$ cat config.mk
export PLATFORM = sky130hd
export DESIGN_NAME = bin2bcd_seq
export DESIGN_NICKNAME = d
export VERILOG_FILES = /design/src/rtl/bcd_pkg.sv /design/src/rtl/bcd_add3_digit.sv /design/src/rtl/bin2bcd_seq.sv
export SDC_FILE = /design/constraint.sdc
export NUM_CORES = 1
export LEC_CHECK = 0
export CAP_MARGIN = 20
export CORE_MARGIN = 2
export CORE_UTILIZATION = 54
export CTS_CLUSTER_DIAMETER = 30
export DETAILED_ROUTE_END_ITERATION = 7
export GPL_TIMING_DRIVEN = 0
export PLACE_DENSITY = 0.75
export SETUP_SLACK_MARGIN = 0.4
export SLEW_MARGIN = 25
export SYNTH_ARGS = -nofsm -noshare
export SYNTH_HDL_FRONTEND = slang
export SYNTH_SLANG_ARGS = --single-unit
$ cat constraint.sdc
create_clock -name clk -period 2.4 [get_ports clk]
set_clock_uncertainty 0.2 [all_clocks]
set_input_delay 0.24 -clock clk [delete_from_list [all_inputs] [get_ports clk]]
set_output_delay 0.24 -clock clk [all_outputs]
set_load 0.01 [all_outputs]
$ cat src/rtl/bcd_pkg.sv
// Shared types and helpers for the iterative binary-to-BCD converter.
package bcd_pkg;

  typedef enum logic [1:0] {IDLE, SHIFT, DONE} bcd_state_t;

  localparam int BCD_DIGIT_W = 4;

  typedef logic [BCD_DIGIT_W-1:0] bcd_digit_t;

  // Decimal digits needed for 2**width-1: ceil(width * log10(2)),
  // using a fixed-point approximation of log10(2).
  function automatic int bcd_digits_for(input int width);
    longint scaled;
    scaled = longint'(width) * 64'd30103 + 64'd99999;
    return int'(scaled / 64'd100000);
  endfunction

endpackage

$ cat src/rtl/bcd_add3_digit.sv
// Double-dabble digit correction: a digit of 5 or more gets +3 so the
// following left shift carries correctly into the next decimal digit.
module bcd_add3_digit
  import bcd_pkg::*;
(
  input  bcd_digit_t din,
  output bcd_digit_t dout
);

  assign dout = (din >= bcd_digit_t'(5)) ? bcd_digit_t'(din + bcd_digit_t'(3)) : din;

endmodule

$ cat src/rtl/bin2bcd_seq.sv
// Iterative binary-to-BCD converter (shift-and-add-3), one bit per clock,
// with valid/ready on both sides. Result held until out_ready.
// Optional: define BIN2BCD_SIGNED_EN to treat binary as two's complement
// (magnitude converted, sign reported on neg).
module bin2bcd_seq
  import bcd_pkg::*;
#(
  parameter int WIDTH  = 16,
  parameter int DIGITS = 5
) (
  input  logic                         clk,
  input  logic                         rst,
  input  logic                         in_valid,
  output logic                         in_ready,
  input  logic [WIDTH-1:0]             binary,
  output logic                         out_valid,
  input  logic                         out_ready,
  output logic [BCD_DIGIT_W*DIGITS-1:0] bcd,
  output logic                         neg,
  output logic                         ovf
);

  localparam int CNT_W = $clog2(WIDTH + 1);
  localparam int ACC_W = BCD_DIGIT_W * DIGITS;

  bcd_state_t            state;
  logic [CNT_W-1:0]      cnt;
  logic [WIDTH-1:0]      shreg;
  logic [ACC_W-1:0]      acc;
  logic [ACC_W-1:0]      acc_fix;
  logic                  ovf_acc;

  logic [ACC_W+WIDTH:0]  shifted;
  logic [ACC_W-1:0]      acc_nxt;
  logic [WIDTH-1:0]      sh_nxt;
  logic                  carry;
  logic                  accept;
  logic                  last;
  logic [WIDTH-1:0]      load_val;

  // Per-digit add-3 correction ahead of each shift
  for (genvar g = 0; g < DIGITS; g++) begin : g_dig
    bcd_add3_digit u_add3 (
      .din  (acc[g*BCD_DIGIT_W +: BCD_DIGIT_W]),
      .dout (acc_fix[g*BCD_DIGIT_W +: BCD_DIGIT_W])
    );
  end

  // {acc, bin} shifted left by one; the bit leaving the top digit is the overflow carry
  assign shifted = {acc_fix, shreg, 1'b0};
  assign carry   = shifted[ACC_W+WIDTH];
  assign acc_nxt = shifted[ACC_W+WIDTH-1:WIDTH];
  assign sh_nxt  = shifted[WIDTH-1:0];

  assign in_ready = (state == IDLE) || (state == DONE && out_ready);
  assign accept   = in_valid && in_ready;
  assign last     = (cnt == CNT_W'(1));

`ifdef BIN2BCD_SIGNED_EN
  logic neg_acc;

  // Convert the magnitude; most-negative value wraps to its unsigned magnitude
  assign load_val = binary[WIDTH-1] ? WIDTH'(-binary) : binary;

  // Sign captured at accept, published together with the BCD result
  always_ff @(posedge clk or posedge rst) begin
    if (rst) begin
      neg_acc <= 1'b0;
      neg     <= 1'b0;
    end else begin
      if (accept) neg_acc <= binary[WIDTH-1];
      if (state == SHIFT && last) neg <= neg_acc;
    end
  end
`else
  assign load_val = binary;
  assign neg      = 1'b0;
`endif

  // Conversion FSM: accept, shift WIDTH times, hold result until handshake
  always_ff @(posedge clk or posedge rst) begin
    if (rst) begin
      state     <= IDLE;
      cnt       <= '0;
      shreg     <= '0;
      acc       <= '0;
      ovf_acc   <= 1'b0;
      out_valid <= 1'b0;
      bcd       <= '0;
      ovf       <= 1'b0;
    end else begin
      unique case (state)
        SHIFT: begin
          acc     <= acc_nxt;
          shreg   <= sh_nxt;
          ovf_acc <= ovf_acc | carry;
          cnt     <= cnt - 1'b1;
          if (last) begin
            state     <= DONE;
            out_valid <= 1'b1;
            bcd       <= acc_nxt;
            ovf       <= ovf_acc | carry;
          end
        end
        IDLE, DONE: begin
          if (state == DONE && out_ready) begin
            out_valid <= 1'b0;
            state     <= IDLE;
          end
          // Accept wins over the return to IDLE for zero-bubble back-to-back
          if (accept) begin
            shreg   <= load_val;
            acc     <= '0;
            ovf_acc <= 1'b0;
            cnt     <= CNT_W'(WIDTH);
            state   <= SHIFT;
          end
        end
        default: state <= IDLE;
      endcase
    end
  end

endmodule

# Word level (Yosys, flattened, before mapping)
# Cells that the tools add are included.
# W data, S select, Z words.
[totals] latch_bits=0 elab_cells=57 ram_bits=0 romBits=0 reg_bits=66 n_memories=0 inputBits=20 output_inout_bits=24
[classes] mux=20 bitwise_logic=1 order_cmp=5 shifts=0 n_addsub=6 div_mod_pow=0 n_eq_ne=7 n_reduce_logical=10 n_mul=0
[ops] operator="$pmux W20 S2" count=1
[ops] operator="$pmux W16 S2" count=1
[ops] operator="$add A4 B2 Y4 const B" count=5
[ops] operator="$ge A4 B3 Y1 const B" count=5
[ops] operator="$mux W20" count=1
[ops] operator="$mux W4" count=5
[ops] operator="$mux W16" count=1
[ops] operator="$pmux W5 S2" count=1
[ops] operator="$mux W2" count=3
[ops] operator="$ne A2 B2 Y1 const B" count=3
[ops] operator="$reduce_and A2 Y1" count=3
[ops] operator="$eq A5 B1 Y1 const B" count=1
[ops] operator="$mux W5" count=1
[ops] operator="$sub A5 B1 Y5 const B" count=1
[ops] operator="$pmux W1 S2" count=2
[ops] operator="$pmux W2 S2" count=1
[ops] operator="$mux W1" count=3
[ops] operator="$ne A3 B3 Y1 const B" count=1
[ops] operator="$reduce_and A3 Y1" count=1
[ops] operator="$eq A2 B1 Y1 const B" count=1
[ops] operator="$eq A2 B2 Y1 const B" count=1
[ops] operator="$logic_and A1 B1 Y1" count=2
[ops] operator="$logic_not A2 Y1" count=1
[ops] operator="$reduce_bool A2 Y1" count=1
[ops] operator="3 further kinds" count=3

# Depth between registers and ports, before layout
[logic_depth] word_depth=6 depth_mapped=7 ltp_nobuf=6

# Cells and area by module
# From an unflattened synthesis, not the netlist that was laid out.
[unflattened] cells_unflattened=312 hier_area_um2=3390.8
[by_module_without_submodules] mod="bin2bcd_seq" seq_area_each_um2=1651.6 n_inst=1 area_per_inst_um2=2884.0 cells_each=232
[by_module_without_submodules] mod="bcd_add3_digit" seq_area_each_um2=0.0 n_inst=5 area_per_inst_um2=101.3 cells_each=16

# Least setup slack after synthesis
# OpenSTA, ideal clock, no wires.
[synth_path] path_kind="reg-to-reg" start="register acc[8]" end="register bcd[10]" n_path_buf=0 path_slack_ns=0.681 setup_ns=0.083 period_less_slack_ns=1.719 required_ns=2.117 path_stages_with_launch=7 t_arrival_ns=1.437 cell_sequence="dfrtp_1 -> inv_1 -> ha_1 -> nand2b_1 -> a21oi_1 -> mux2_2 -> o21ai_0"
[synth_via] elab_chain_len=2 elab_cells_between_ends=3 cone_classes="1 x add/sub; 1 x order compare; 1 x mux"
[synth_rtl] element="start: declaration" line_no="bin2bcd_seq.sv:29" text="logic [ACC_W-1:0] acc;"
[synth_rtl] element="start signal: assignment" line_no="bin2bcd_seq.sv:94" text="acc <= acc_nxt;"
[synth_rtl] element="$add A4 B2 Y4 / $ge A4 B3 Y1 (equally long branches)" line_no="bcd_add3_digit.sv:10" text="assign dout = (din >= bcd_digit_t'(5)) ? bcd_digit_t'(din + bcd_digit_t'(3)) : din;"
[synth_rtl] element="$mux W4 *" line_no="bcd_add3_digit.sv:10"
[synth_rtl] element="end signal: assignment" line_no="bin2bcd_seq.sv:101" text="bcd <= acc_nxt;"
[synth_rtl] element="end: declaration" line_no="bin2bcd_seq.sv:18" text="output logic [BCD_DIGIT_W*DIGITS-1:0] bcd,"
# Every way passes the cells marked *; elsewhere a longest branch is shown, timed or not.
# A chain may end at the register's enable or synchronous reset.

# Worst setup path after layout
# Ends and elaborated chain as after synthesis.

==> run metrics <==
DR DRC count=0; global-route wire length before repair=10970 µm; Worst R2R Start=acc[8]$_DFFE_PP0P_; CTS Buf Count=9; setup ws final=476.6 ps; Pwr Density=1367 mW/mm²; Core Area=0.005574 mm²; routability cong.=slightly above 0.8; area grow syn2layout=24.95%; relative slew slack=between 40% and 50%; outcome=finished, final reports clean; area leader, netlist=dfrtp_1; Worst Setup SP=acc[8]$_DFFE_PP0P_; initial detailed-routing violation count=133; Leakage=1.829 nW; Via-to-Cell Ratio=approximately 5.5; ys async rst share=100.0%; FF+latch area=about 0.0017 mm²; max-cap viol count=0; Worst-Skew Late Latency=340 ps; vias in the first global route=2334; wire length per cell=about 15 µm; Critical Path AT=approximately 2000 ps; die area=0.006488 mm²; total negative slack=0 ps; ranking of synthesized cells by area=dfrtp_1 52%, o21ai_0 5.9%, mux2i_1 5.4%; ANT cells=0; worst path required time=2450 ps; final hold vios=0; setup violators final=0; post-synthesis net count=327; Multi-input gate area=0.001375 mm²; element type at the critical path end=flop; critical path fanouts, max=5; Root Buffer=clkbuf_8; critical path start-end classification=flop to flop; Fill cells=459; GRT Total Usage=~23%; CTS tree=yes; Max Slew Vio Count=0; num rows=27; CP endpoint=bcd[10]$_DFFE_PP0P_; top-area cell type share of the netlist area=52.19%; post-synthesis register bit count=66; pre-CTS setup slack=255.5 ps; initial antenna violation count=0; dpl cells=around 410; Post-Syn Area=0.003164 mm²; routed via count=2339; r2r setup slk=480 ps; f_max=between 500 and 600 MHz; initial core utilization=56.77%; RSZ-0062 raised after global routing=yes; Syn Inst Count=295; min-delay worst type=input pin to async pin; detailed placement HPWL=4587 µm; CTS clk-pin slew, worst paths=around 80 ps; worst IR drop on VDD=0.7267 mV; Top Ports=44; IO Port Bufs=42; CTS Buffer Depth=2; clock sinks=66; Critical R2R Capture=bcd[10]$_DFFE_PP0P_; drt pass-1 iters=4; Mean Syn Cell Area=10.73 µm²; Ys Warns=0; Fin Hold WS=57.05 ps; Least-Margin Pin Slew=~890 ps; final period utilization=80.14%; element type at the critical path start=flop; fin crit period=1923 ps; worst r2r path cells=6; final WL=roughly 6400 µm; # nets final=about 380; register area share after synthesis=52.19%; share of layout cells above drive strength 1=12.61%; number of synthesized flops with an enable pin=0; largest net degree at the start of global routing=31; post-route insts no fill=429; remaining antenna violation count=0; Die X=80.55 µm; Synth Flop Type=dfrtp_1; CTS H-tree lvls=3; total gr overflow=0; number of distinct library cells after synthesis=32; height of the die=80.55 µm
-- critical path: stages (launching register included) --
cell,delay [ps]
dfrtp_1,420
inv_1,110
ha_1,240
nand2b_1,110
a21oi_2,200
mux2_2,370
o21ai_0,180
-- state kept, by name, summed over array words and instances, names as in the netlist --
name	cells
bcd	20
acc	20
out_valid	1
ovf_acc	1
ovf	1
cnt	5
state	2
shreg	16
-- routing by layer --
layer  global-route usage, %  wire, µm  part of all wire (%)
met2                   37.83      3192                    50
met3                   3.596       210                   3.3
met4                   11.36       127                   2.0
met1                   28.86      2910                    45
met5                       0         0                     0
-- how the worst min path moves through the flow --
stage	to	slack (ps)
floorplan	state[1]$_DFFE_PP0P_	150
global placement	bcd[15]$_DFFE_PP0P_	260
detailed placement	bcd[19]$_DFFE_PP0P_	270
CTS	bcd[3]$_DFFE_PP0P_	60
global route	bcd[3]$_DFFE_PP0P_	90
finish	bcd[3]$_DFFE_PP0P_	60
-- synth_stat cells (2+ instances only) --
master and count:
a211oi_1 2, a21o_1 2, a21oi_1 19, a22o_1 8, a32o_1 4, buf_2 5
buf_4 3, clkbuf_1 6, dfrtp_1 66, ha_1 12, inv_1 17, mux2_2 7
mux2_4 3, mux2i_1 17, nand2_1 35, nand2b_1 8, nor2_1 5, nor3b_1 9
nor4_1 2, o21ai_0 37, o22ai_1 6, o31ai_1 5, xnor2_1 8
-- placed cells by master, fill, tap and decap left out, types with 6 or more instances in the layout --
cell type / netlist / final
o21ai_0: 37 / 37
clkdlybuf4s50_1: 0 / 41
nand2b_1: 8 / 8
a22o_1: 8 / 8
a21oi_1: 19 / 17
xnor2_1: 8 / 8
mux2_2: 7 / 7
clkbuf_8: 0 / 11
nand2_1: 35 / 35
clkbuf_1: 6 / 6
mux2i_1: 17 / 17
dfrtp_1: 66 / 66
nor3b_1: 9 / 9
inv_1: 17 / 16
o22ai_1: 6 / 6
ha_1: 12 / 12
-- power breakdown --
group	internal [mW]	leakage [nW]	switching (mW)
registers	1.61	0.827	0.378
logic	1.23	0.903	1.23
clock network	0.535	0.0986	0.427
-- through the flow --
step | cell area [µm²] | util, % | total power, mW
2_1_floorplan | 3168 | - | 3.636
3_3_place_gp | 3679 | 65.99 | 4.337
3_5_place_dp | 3726 | 66.85 | 4.447
4_1_cts | 3930 | 70.51 | 5.415
5_1_grt | 3954 | 70.93 | 5.848
6_report | 3954 | 70.93 | 5.406
-- what timing repair did --
action                                  CTS  global route
hold buffers                              0             0
gates resized for setup                   1             4
pin swaps                                 0             0
setup buffers                             0             2
endpoints found under the setup margin    1            15
-- cells by family (layout without fill, tap and decap cells) --
group           count (synthesis)  in the layout  share of synthesized area [%]
xor+xnor                        8              8                          2.214
fa+ha+maj                      12             12                          4.745
compound gates                 86             86                          16.53
mux                            27             27                          9.292
buf+inv                        32             94                          4.587
simple gates                   63             63                          10.32
flops                          66             66                          52.19
other cells                     1              1                         0.1185
-- area by class of cell --
| class | instances | area share [%] |
|---|---|---|
| clock inverters | 4 | 1.266 |
| well taps | 72 | 2.278 |
| flip-flops and latches | 66 | 41.77 |
| inverters | 17 | 1.709 |
| plain buffers | 15 | 2.089 |
| repair buffers | 46 | 12.18 |
| clock buffers | 12 | 3.924 |
| multi-input cells | 197 | 34.78 |
Note: power is estimated with default switching activity, not from simulation.
